`config.mk`:
```
export PLATFORM = sky130hd
export DESIGN_NAME = periph_bridge
export DESIGN_NICKNAME = d
export VERILOG_FILES = /design/src/rtl/periph_bridge.sv
export SDC_FILE = /design/constraint.sdc
export NUM_CORES = 1
export LEC_CHECK = 0
export ABC_AREA = 1
export CAP_MARGIN = 25
export CORE_MARGIN = 8
export CORE_UTILIZATION = 39
export DETAILED_ROUTE_END_ITERATION = 10
export PLACE_DENSITY = 0.76
export SYNTH_ARGS = -nofsm -noshare
export SYNTH_HDL_FRONTEND = slang
export SYNTH_SLANG_ARGS = --single-unit
```
`constraint.sdc`:
```
create_clock -name clk -period 2.1 [get_ports clk]
set_input_delay 0.63 -clock clk [delete_from_list [all_inputs] [get_ports clk]]
set_output_delay 0.63 -clock clk [all_outputs]
set_load 0.02 [all_outputs]
```
`src/rtl/periph_bridge.sv`:
```
`timescale 1ns/1ps
`default_nettype none
// ============================================================================
//  Module   : periph_bridge
//  Purpose  : Bridges single CPU read/write requests onto a simple strobed
//             peripheral bus. It waits for the matching acknowledge, or aborts
//             with an error flag once the wait budget is used up.
//  Revision : 1.0  initial release
// ----------------------------------------------------------------------------
//  Parameters
//    size_addr : peripheral address width in bits
//    timeout   : maximum number of WAIT cycles before abort (1..255)
//  Ports
//    clk        in   single clock, rising edge
//    reset      in   asynchronous reset, active low
//    cpu_req    in   transfer request (sampled only while idle)
//    cpu_we     in   1 = write, 0 = read
//    cpu_addr   in   transfer address
//    cpu_wdata  in   write data
//    cpu_rdata  out  registered read result (8'hFF on read timeout)
//    cpu_done   out  one-cycle completion pulse
//    cpu_err    out  timeout flag, meaningful only with cpu_done
//    busy       out  transfer in progress
//    read/write out  one-cycle peripheral strobes
//    address    out  peripheral address, stable for the whole transfer
//    data_out   out  write data to the peripheral
//    data_in    in   read data from the peripheral
//    ready_r/w  in   peripheral read / write acknowledges
// ============================================================================
module periph_bridge #(
    parameter int size_addr = 8,
    parameter int timeout   = 15
) (
    input  logic                 clk,
    input  logic                 reset,
    input  logic                 cpu_req,
    input  logic                 cpu_we,
    input  logic [size_addr-1:0] cpu_addr,
    input  logic [7:0]           cpu_wdata,
    output logic [7:0]           cpu_rdata,
    output logic                 cpu_done,
    output logic                 cpu_err,
    output logic                 busy,
    output logic                 read,
    output logic                 write,
    output logic [size_addr-1:0] address,
    output logic [7:0]           data_out,
    input  logic [7:0]           data_in,
    input  logic                 ready_r,
    input  logic                 ready_w
);

    // The counter must be able to hold the value of timeout itself.
    localparam int c_cnt_w = (timeout < 2) ? 1 : $clog2(timeout + 1);
    localparam logic [c_cnt_w-1:0] c_last = c_cnt_w'(timeout - 1);

    typedef enum logic [0:0] {
        S_IDLE = 1'b0,
        S_WAIT = 1'b1
    } state_t;

    state_t               r_state;
    logic [c_cnt_w-1:0]   r_cnt;
    logic                 r_we;
    logic                 r_read;
    logic                 r_write;
    logic                 r_busy;
    logic                 r_done;
    logic                 r_err;
    logic [size_addr-1:0] r_addr;
    logic [7:0]           r_dout;
    logic [7:0]           r_rdata;

    // Only the acknowledge matching the latched direction counts; the other
    // one is ignored for the whole transfer.
    logic w_ack;
    logic w_last;

    assign w_ack  = r_we ? ready_w : ready_r;
    assign w_last = (r_cnt == c_last);

    always_ff @(posedge clk or negedge reset) begin
        if (!reset) begin
            r_state <= S_IDLE;
            r_cnt   <= '0;
            r_we    <= 1'b0;
            r_read  <= 1'b0;
            r_write <= 1'b0;
            r_busy  <= 1'b0;
            r_done  <= 1'b0;
            r_err   <= 1'b0;
            r_addr  <= '0;
            r_dout  <= '0;
            r_rdata <= '0;
        end else begin
            // Pulses and strobes last one cycle unless re-asserted below.
            r_done  <= 1'b0;
            r_err   <= 1'b0;
            r_read  <= 1'b0;
            r_write <= 1'b0;
            case (r_state)
                S_IDLE: begin
                    if (cpu_req) begin
                        r_addr  <= cpu_addr;
                        if (cpu_we) begin
                            r_dout <= cpu_wdata;
                        end
                        r_we    <= cpu_we;
                        r_cnt   <= '0;
                        r_busy  <= 1'b1;
                        r_read  <= ~cpu_we;
                        r_write <= cpu_we;
                        r_state <= S_WAIT;
                    end
                end
                S_WAIT: begin
                    // An acknowledge wins over timeout in the final cycle.
                    if (w_ack) begin
                        r_done  <= 1'b1;
                        if (!r_we) begin
                            r_rdata <= data_in;
                        end
                        r_busy  <= 1'b0;
                        r_state <= S_IDLE;
                    end else if (w_last) begin
                        r_done  <= 1'b1;
                        r_err   <= 1'b1;
                        if (!r_we) begin
                            r_rdata <= 8'hFF;
                        end
                        r_busy  <= 1'b0;
                        r_state <= S_IDLE;
                    end else begin
                        r_cnt <= r_cnt + 1'b1;
                    end
                end
                default: begin
                    r_state <= S_IDLE;
                end
            endcase
        end
    end

    assign cpu_rdata = r_rdata;
    assign cpu_done  = r_done;
    assign cpu_err   = r_err;
    assign busy      = r_busy;
    assign read      = r_read;
    assign write     = r_write;
    assign address   = r_addr;
    assign data_out  = r_dout;

endmodule
`default_nettype wire
```
==> results of run 1 <==
## cell families (layout without fill, tap and decap cells)
logic type / after synthesis / after routing
flip-flops: 35 / 35
buffers and inverters: 20 / 85
AND/OR/NAND/NOR: 116 / 116
XOR/XNOR: 1 / 1
adder cells (fa/ha/maj): 2 / 2
AO/OA/AOI/OAI: 2 / 2
## Yosys cell counts
cell	number
inv_1	13
nand3_2	1
a21oi_4	1
nand3_1	15
nor2_1	4
inv_2	4
buf_4	2
dfrtp_1	35
nand2_1	86
nor3_1	1
xor2_1	1
nand4_1	2
nand4_2	1
o21ai_1	1
inv_4	1
nand2_4	2
ha_1	2
nand2_2	4
## stage by stage
stage / std cells / total power [uW] / hold WS, ps
after floorplan: 176 / 2010 / 334
after global placement: 282 / 2730 / 454
after detailed placement: 282 / 2770 / 458
after CTS: 289 / 3260 / 443
after global routing: 289 / 3450 / 480
final: 289 / 3200 / 414
## layout by cell type, fill, tap and decap left out, types with 2 or more instances in the layout
cell type and n:
nand4_1 2, buf_4 2, clkbuf_8 6, clkdlybuf4s50_1 57, nor2_1 4, ha_1 2
nand2_1 86, dfrtp_1 35, inv_1 13, nand2_2 4, nand2_4 2, nand3_1 15
inv_2 4
## worst max path at each step
| stage | start | to | cells past startpoint |
|---|---|---|---|
| 2_1_floorplan | cpu_req | address[0] | 7 |
| 5_1_grt | data_out[5] | data_out[5] | 1 |
| 4_1_cts | data_out[3] | data_out[3] | 1 |
| 3_3_place_gp | ready_w | cpu_rdata[4] | 6 |
| 6_report | data_out[3] | data_out[3] | 1 |
| 3_5_place_dp | ready_w | cpu_rdata[5] | 6 |
## power by group through the flow
stage | logic, uW | clock network, uW | registers, uW
floorplan | 540 | 0 | 1470
global placement | 1560 | 0 | 1160
CTS | 1600 | 492 | 1160
finish | 1570 | 475 | 1160
detailed placement | 1600 | 0 | 1170
global route | 1730 | 529 | 1200
## flip-flops by register name, summed over array words and instances (netlist names)
signal and flops:
read 1, cpu_rdata 8, r_we 1, address 8
busy 1, r_cnt 4, data_out 8, write 1
r_state 1, cpu_err 1, cpu_done 1
## final cells by class
type | instances | area share
timing repair buffer | 60 | 0.264
multi-input combinational | 121 | 0.248
inverter | 18 | 0.0313
sequential | 35 | 0.391
tap | 48 | 0.0268
clock buffer | 6 | 0.0369
clock inverter | 1 | 0.00223
## layer usage
| layer | vias up | share of wire |
|---|---|---|
| li1 | 665 | - |
| met1 | 587 | 0.43 |
| met2 | 40 | 0.48 |
| met3 | 2 | 0.085 |
| met4 | 0 | 0.0039 |
| met5 | - | 0 |
==> flow_summary_export.csv, run 1 <==
group,metric,value,unit
outcome,status,"complete, no violations",
synthesis,synth_top_family_by_area,"simple AND/OR/NAND/NOR gates",
synthesis,ys_types,18,
cts,cts_tree,"yes",
synthesis,ys_seq_area_frac,0.578,
route,drcViolationCount,0,
route,wl,3.60,mm
sta,worstMarginPinSlew,744,ps
worst_setup_path,reg2reg_from,"r_cnt[0]",
worst_hold_path,hold_class,"input port to async pin",
worst_setup_path,slowest_delay,620,ps
placement,placed_area,0.00215,sq mm
cts,clkTransAtPathRegs,70,ps
pwr,pwr-share-clk,0.148,
synthesis,synth_compound_area_frac,0.0140,
synthesis,synthTopCellsByArea,"dfrtp_1 (58%), nand2_1 (21%), nand3_1 (5.0%)",
sta,finalMaxSlewViolations,0,
pwr,p_per_area,1430,mW/mm^2
floorplan,initial_core_util,0.411,
route,antenna_left,0,
worst_setup_path,path_max_fanout,2,
grt,grt_max_degree,36,
pwr,switching_share,0.398,
finish,multiInputGateArea,556,sq um
placement,dp_hpwl,2.76,mm
synthesis,synth_fp_nets,208,
floorplan,die_y,78.4,microns
sta,slew_headroom,0.504,
synthesis,syn_inst,176,
pwr,seqPwrFrac,0.361,
floorplan,io_pins,59,
worst_setup_path,crit_path_cell_trace,"clkdlybuf4s50_1",
grt,use_met2,0.184,
synthesis,yosys.area_share.simple,0.330,
finish,nets,273,
worst_setup_path,reg2regPathDepth,7,
worst_setup_path,r2r_slack,610,ps
route,first_pass_iters,4,
placement,portBuffers,58,
floorplan,die-area,0.00614,sq mm
grt,use_met3,0.0604,
finish,syn_to_final_growth,47.7,%
finish,drive_above_1_share,0.0996,
route,via_per_inst,4.48,
grt,grt_pass1_vias,1270,
cts,cts_sinks,35,
sta,timing.fmax,531,MHz
grt,grt_usage,0.121,
pwr,p_leak,0.00115,uW
worst_setup_path,crit_buf_inv,1,
sta,hold_violations,0,
synthesis,syn-cell-area,0.00152,sq mm
cts,numCtsBuffers,5,
finish,fin_area,0.00224,sq mm
route,via_count,1294,
synthesis,yosysTopAreaCellShare,0.578,
finish,seq_area,876,sq um
synthesis,synth_xor_area_frac,0.00578,
sta,fin_skew,6.01,ps
finish,fin_util,0.607,
finish,fillers,357,
finish,antenna_cells,0,
synthesis,synthAdderAreaFrac,0.0165,
worst_setup_path,critPathTopFamily,"buffers and inverters",
grt,grt_pass1_wl,5.98,mm
worst_setup_path,path_class,"flop to output port",
synthesis,ys_ff_latch,35,
route,drt_iter0_drc,57,
pwr,p_int,1930,uW
cts,post_cts_resize_count,0,
cts,clk_latency,280,ps
cts,h-tree-depth,2,
grt,gr-usage-met1,0.145,
floorplan,fp-row-count,22,
cts,post_cts_buffers,0,
route,detail_route.wl_per_cell,12.4,microns
worst_setup_path,r2r-end,"cpu_rdata[5]",
cts,root_buffer,"clkbuf_8",
grt,antenna_found_initial,0,
floorplan,core-area,0.00369,sq mm
worst_setup_path,required,1470,ps
worst_setup_path,endpoint_kind,"output port",
worst_setup_path,slowest_stage,"clkdlybuf4s50_1",
sta,post-route-min-period,1880,ps
cts,clock_path_buffers,2,
run,cap_violations,0,
synthesis,synth_warnings,0,
sta,min_period_over_period,0.897,
worst_setup_path,critPathArrivalTime,1250,ps
pwr,comb_power_share,0.490,
worst_setup_path,crit_path_start_kind,"flop",
pwr,ir_worst_vdd,0.000726,V
sta,rsz0062_at_grt,"false",
placement,place_congestion,0.787,
grt,grt_busiest_layer,"met2",
sta,setup_viol,0,
floorplan,die_x,78.4,microns
sta,layout_setup_ws,215,ps
cts,cts_hold_buf,0,
sta,finalSetupTns,0,ps
synthesis,synth_mux_area_frac,0,
synthesis,synth.largest_area_cell,"dfrtp_1",
grt,overflow,0,
placement,dp_slack,199,ps
pwr,p_sw,1280,uW
synthesis,syn_avg_cell_area,8.62,sq um
No activity file was read; power rests on OpenSTA's default activity.
==> run 2: changes to the inputs <==
Settings changed: CORE_MARGIN 8 to not set, PLACE_DENSITY 0.76 to 0.73.
==> run 2 against run 1 <==
  * Total power is 1.4% lower
  * Combinational power is 3% lower
  * Cell area is 0.28% higher
  * Sequential power hardly changed
  * First-iteration DRC count is 58% higher
  * Worst hold slack worse by 120 ps
  * Count of clock-buffer cells in the layout is 1 higher
  * Global-route usage is 5.4 points higher
  * Sequential cell count stayed put
  * Clock power is 3% lower
  * Sequential share of layout area is 0.11 points lower
==> flow_summary_export.csv, run 2 (same netlist as run 1, synthesis figures left out) <==
group,metric,value,unit
grt,grt_max_degree,36,
grt,grt_usage,0.175,
route,via_per_inst,4.54,
sta,post-route-min-period,1880,ps
floorplan,initial_core_util,0.411,
floorplan,die_x,64.4,microns
cts,post_cts_resize_count,0,
grt,use_met3,0.0625,
finish,final_common_cell,"nand2_1",
floorplan,io_pins,59,
cts,clkTransAtPathRegs,70,ps
placement,dp_hpwl,2.26,mm
sta,finalMaxSlewViolations,0,
sta,rsz0062_at_grt,"false",
finish,antenna_cells,0,
worst_setup_path,slowest_delay,610,ps
worst_setup_path,slowest_stage,"clkdlybuf4s50_1",
sta,setup_viol,0,
pwr,p_sw,1260,uW
placement,place_congestion,0.810,
cts,root_buffer,"clkbuf_8",
pwr,comb_power_share,0.485,
placement,portBuffers,58,
worst_hold_path,hold_class,"input port to async pin",
sta,timing.fmax,531,MHz
floorplan,fp-row-count,22,
sta,min_period_over_period,0.897,
run,cap_violations,0,
floorplan,core-area,0.00369,sq mm
grt,grt_pass1_wl,5.55,mm
floorplan,die-area,0.00414,sq mm
route,drt_iter0_drc,90,
outcome,status,"complete, no violations",
finish,fin_util,0.609,
grt,antenna_found_initial,0,
grt,grt_busiest_layer,"met2",
pwr,p_per_area,1410,mW/mm^2
pwr,seqPwrFrac,0.369,
worst_setup_path,endpoint_kind,"output port",
grt,use_met2,0.293,
cts,h-tree-depth,2,
cts,clock_path_buffers,2,
cts,post_cts_buffers,0,
worst_setup_path,crit_path_start_kind,"flop",
worst_setup_path,crit_buf_inv,1,
grt,overflow,0,
pwr,p_int,1890,uW
worst_setup_path,crit_path_cell_trace,"clkdlybuf4s50_1",
route,detail_route.wl_per_cell,10.9,microns
sta,hold_violations,0,
grt,gr-usage-met1,0.213,
finish,syn_to_final_growth,48.1,%
worst_setup_path,required,1470,ps
floorplan,die_y,64.4,microns
cts,cts_tree,"yes",
cts,numCtsBuffers,5,
cts,clk_latency,280,ps
sta,fin_skew,4.47,ps
sta,worstMarginPinSlew,342,ps
worst_setup_path,critPathArrivalTime,1250,ps
sta,slew_headroom,0.771,
cts,cts_sinks,35,
grt,grt_pass1_vias,1285,
finish,mostFrequentLayoutCells,"nand2_1 (86), clkdlybuf4s50_1 (57), dfrtp_1 (35)",
sta,hold_ws,295,ps
pwr,p_leak,0.00115,uW
pwr,switching_share,0.400,
cts,cts_hold_buf,0,
finish,nets,273,
route,antenna_left,0,
worst_setup_path,path_max_fanout,2,
worst_setup_path,critPathTopFamily,"buffers and inverters",
sta,finalSetupTns,0,ps
route,wl,3.15,mm
route,drcViolationCount,0,
finish,drive_above_1_share,0.0950,
route,first_pass_iters,4,
pwr,pwr-share-clk,0.146,
pwr,ir_worst_vdd,0.000821,V
worst_setup_path,path_class,"flop to output port",
route,via_count,1316,
finish,fillers,355,
run 2: cell type report:
class,instances,area (sq um),share of cell area
flip-flops and latches,35,876,0.390
repair buffers,60,603,0.269
multi-input cells,121,556,0.247
clock buffers,7,76.3,0.0340
inverters,18,70.1,0.0312
well taps,48,60.1,0.0267
clock inverters,1,5.00,0.00223
run 2: metal layers:
metal	part of all wire	up-vias	routed length (microns)
li1	-	671	-
met1	0.46	605	1450
met2	0.47	36	1480
met3	0.062	4	194
met4	0.010	0	32
met5	0	-	0
run 2: worst paths after layout:
path	startpoint	to	slack, ps	depth (start not counted)
worst max-delay path	address[6]	address[6]	220	1
worst min register to register	cpu_rdata[6]	cpu_rdata[6]	470	2
min in group clk	cpu_rdata[6]	cpu_rdata[6]	470	2
worst min-delay path	reset	r_cnt[1]	300	2
max in group asynchronous	reset	cpu_rdata[2]	1620	2
worst max register to register	r_cnt[0]	cpu_rdata[3]	630	7
run 2: stage by stage:
stage	cell area (sq um)	std cells	power, uW	worst slack (ps)
after CTS	2250	290	3190	208
after global routing	2250	290	3400	169
after global placement	2160	282	2700	140
final	2250	290	3160	216
after floorplan	1520	176	2010	767
after detailed placement	2160	282	2730	138
run 2: worst register-to-register path: stages, from the launching register on:
cell     delay (ps)
dfrtp_1         410
inv_1            90
ha_1            200
nand3_1         180
nand3_1         160
nand3_2         170
nand2_1         110
nand2_1          60
run 2: power groups by stage:
stage | clock (uW) | sequential, uW | combinational, uW
3_3_place_gp | 0 | 1160 | 1530
3_5_place_dp | 0 | 1170 | 1560
6_report | 461 | 1170 | 1530
2_1_floorplan | 0 | 1470 | 540
4_1_cts | 470 | 1170 | 1560
5_1_grt | 512 | 1200 | 1690
==> run 3: changes to the inputs <==
Settings changed: CORE_MARGIN set to 1.5, TNS_END_PERCENT set to 20.
==> run 3 against run 2 <==
  * Sequential share of layout area is 0.11 points lower
  * Die area is 3.1% higher
  * First-iteration DRC count is 4.4% higher
  * Maximum frequency is 0.78% lower
  * Count of clock-buffer cells in the layout is 1 higher
  * Sequential power hardly changed
  * Critical path depth stayed put
  * Combinational power hardly changed
  * Clock power is 15% higher
  * Register-to-register slack hardly changed
  * Clock skew hardly changed
  * Global-route usage is 0.53 points higher
  * Critical endpoint is now data_out[0]
  * Largest cell class unchanged
  * Largest power group unchanged
==> flow_summary_export.csv, run 3 (same netlist as run 1, synthesis figures left out) <==
group,metric,value,unit
worst_setup_path,slowest_delay,610,ps
cts,post_cts_buffers,0,
sta,post-route-min-period,1900,ps
placement,place_congestion,0.818,
worst_setup_path,crit_path_start_kind,"flop",
run,cap_violations,0,
sta,min_period_over_period,0.904,
finish,multiInputGateArea,556,sq um
pwr,p_leak,0.00116,uW
grt,grt_usage,0.180,
grt,grt_max_degree,36,
cts,h-tree-depth,2,
cts,clk_latency,290,ps
sta,hold_violations,0,
pwr,p_total,3230,uW
cts,post_cts_resize_count,0,
cts,cts_tree,"yes",
cts,clock_path_buffers,2,
worst_setup_path,slowest_stage,"clkdlybuf4s50_1",
sta,slew_headroom,0.715,
placement,dp_hpwl,2.33,mm
sta,timing.fmax,527,MHz
finish,syn_to_final_growth,48.5,%
cts,root_buffer,"clkbuf_8",
route,first_pass_iters,4,
finish,antenna_cells,0,
route,antenna_left,0,
finish,final_common_cell,"nand2_1",
route,drt_iter0_drc,94,
pwr,ir_worst_vdd,0.000708,V
finish,nets,273,
finish,seq_area,876,sq um
outcome,status,"complete, no violations",
route,via_per_inst,4.42,
route,wl,3.27,mm
grt,grt_pass1_vias,1314,
worst_setup_path,required,1470,ps
route,detail_route.wl_per_cell,11.3,microns
route,via_count,1281,
floorplan,core-area,0.00369,sq mm
sta,rsz0062_at_grt,"false",
worst_setup_path,critPathTopFamily,"buffers and inverters",
placement,portBuffers,58,
sta,fin_skew,4.34,ps
sta,finalMaxSlewViolations,0,
worst_setup_path,critPathArrivalTime,1270,ps
worst_setup_path,crit_buf_inv,1,
pwr,p_per_area,1430,mW/mm^2
sta,worstMarginPinSlew,428,ps
finish,drive_above_1_share,0.0992,
worst_hold_path,hold_class,"input port to async pin",
floorplan,io_pins,59,
worst_setup_path,endpoint_kind,"output port",
worst_setup_path,path_class,"flop to output port",
cts,cts_sinks,35,
finish,fillers,340,
worst_setup_path,crit_path_cell_trace,"clkdlybuf4s50_1",
grt,overflow,0,
floorplan,die-area,0.00427,sq mm
floorplan,die_y,65.4,microns
sta,setup_viol,0,
floorplan,die_x,65.4,microns
grt,antenna_found_initial,0,
floorplan,initial_core_util,0.411,
cts,numCtsBuffers,5,
route,drcViolationCount,0,
cts,cts_hold_buf,0,
cts,clkTransAtPathRegs,70,ps
floorplan,fp-row-count,22,
grt,grt_pass1_wl,5.83,mm
worst_setup_path,path_max_fanout,2,
sta,finalSetupTns,0,ps
finish,mostFrequentLayoutCells,"nand2_1 (86), clkdlybuf4s50_1 (57), dfrtp_1 (35)",
[run 3: final timing paths]
path	start	to	slack (ps)	cells after the start
max	data_out[0]	data_out[0]	200	1
min	reset	cpu_rdata[2]	360	2
max reg2reg	r_cnt[0]	cpu_rdata[3]	640	7
min reg2reg	cpu_rdata[2]	cpu_rdata[2]	470	2
max in group asynchronous	reset	data_out[7]	1430	2
min in group clk	cpu_rdata[2]	cpu_rdata[2]	470	2
[run 3: power breakdown]
group / switching [uW] / internal [uW]
Clock: 229 / 299
Combinational: 847 / 689
Sequential: 194 / 969
Total: 1270 / 1960
[run 3: per-stage QoR]
step	util	cells	worst slack [ps]	hold WS [ps]	cell area, sq um
detailed placement	0.583	282	140	457	2150
CTS	0.611	290	189	381	2250
floorplan	-	176	767	334	1520
global placement	0.583	282	149	452	2150
finish	0.611	290	201	363	2250
global route	0.611	290	148	403	2250
[run 3: per-layer routing]
layer / global-route usage / part of all wire / vias to the layer above
met3: 0.0616 / 0.076 / 3
met5: 0 / 0 / -
met4: 0.0781 / 0.0092 / 0
met1: 0.227 / 0.45 / 573
li1: - / - / 669
met2: 0.282 / 0.47 / 36
[run 3: worst reg2reg max path, cell delays in order, from the launching register on]
cell,delay [ps]
dfrtp_1,410
inv_1,90
ha_1,200
nand3_1,180
nand3_1,150
nand3_2,170
nand2_1,100
nand2_1,50
[run 3: final cells by class]
class | instances | share of cell area
inverter | 18 | 0.0311
tap | 48 | 0.0267
timing repair buffer | 60 | 0.262
clock buffer | 8 | 0.0444
sequential | 35 | 0.389
multi-input combinational | 121 | 0.247
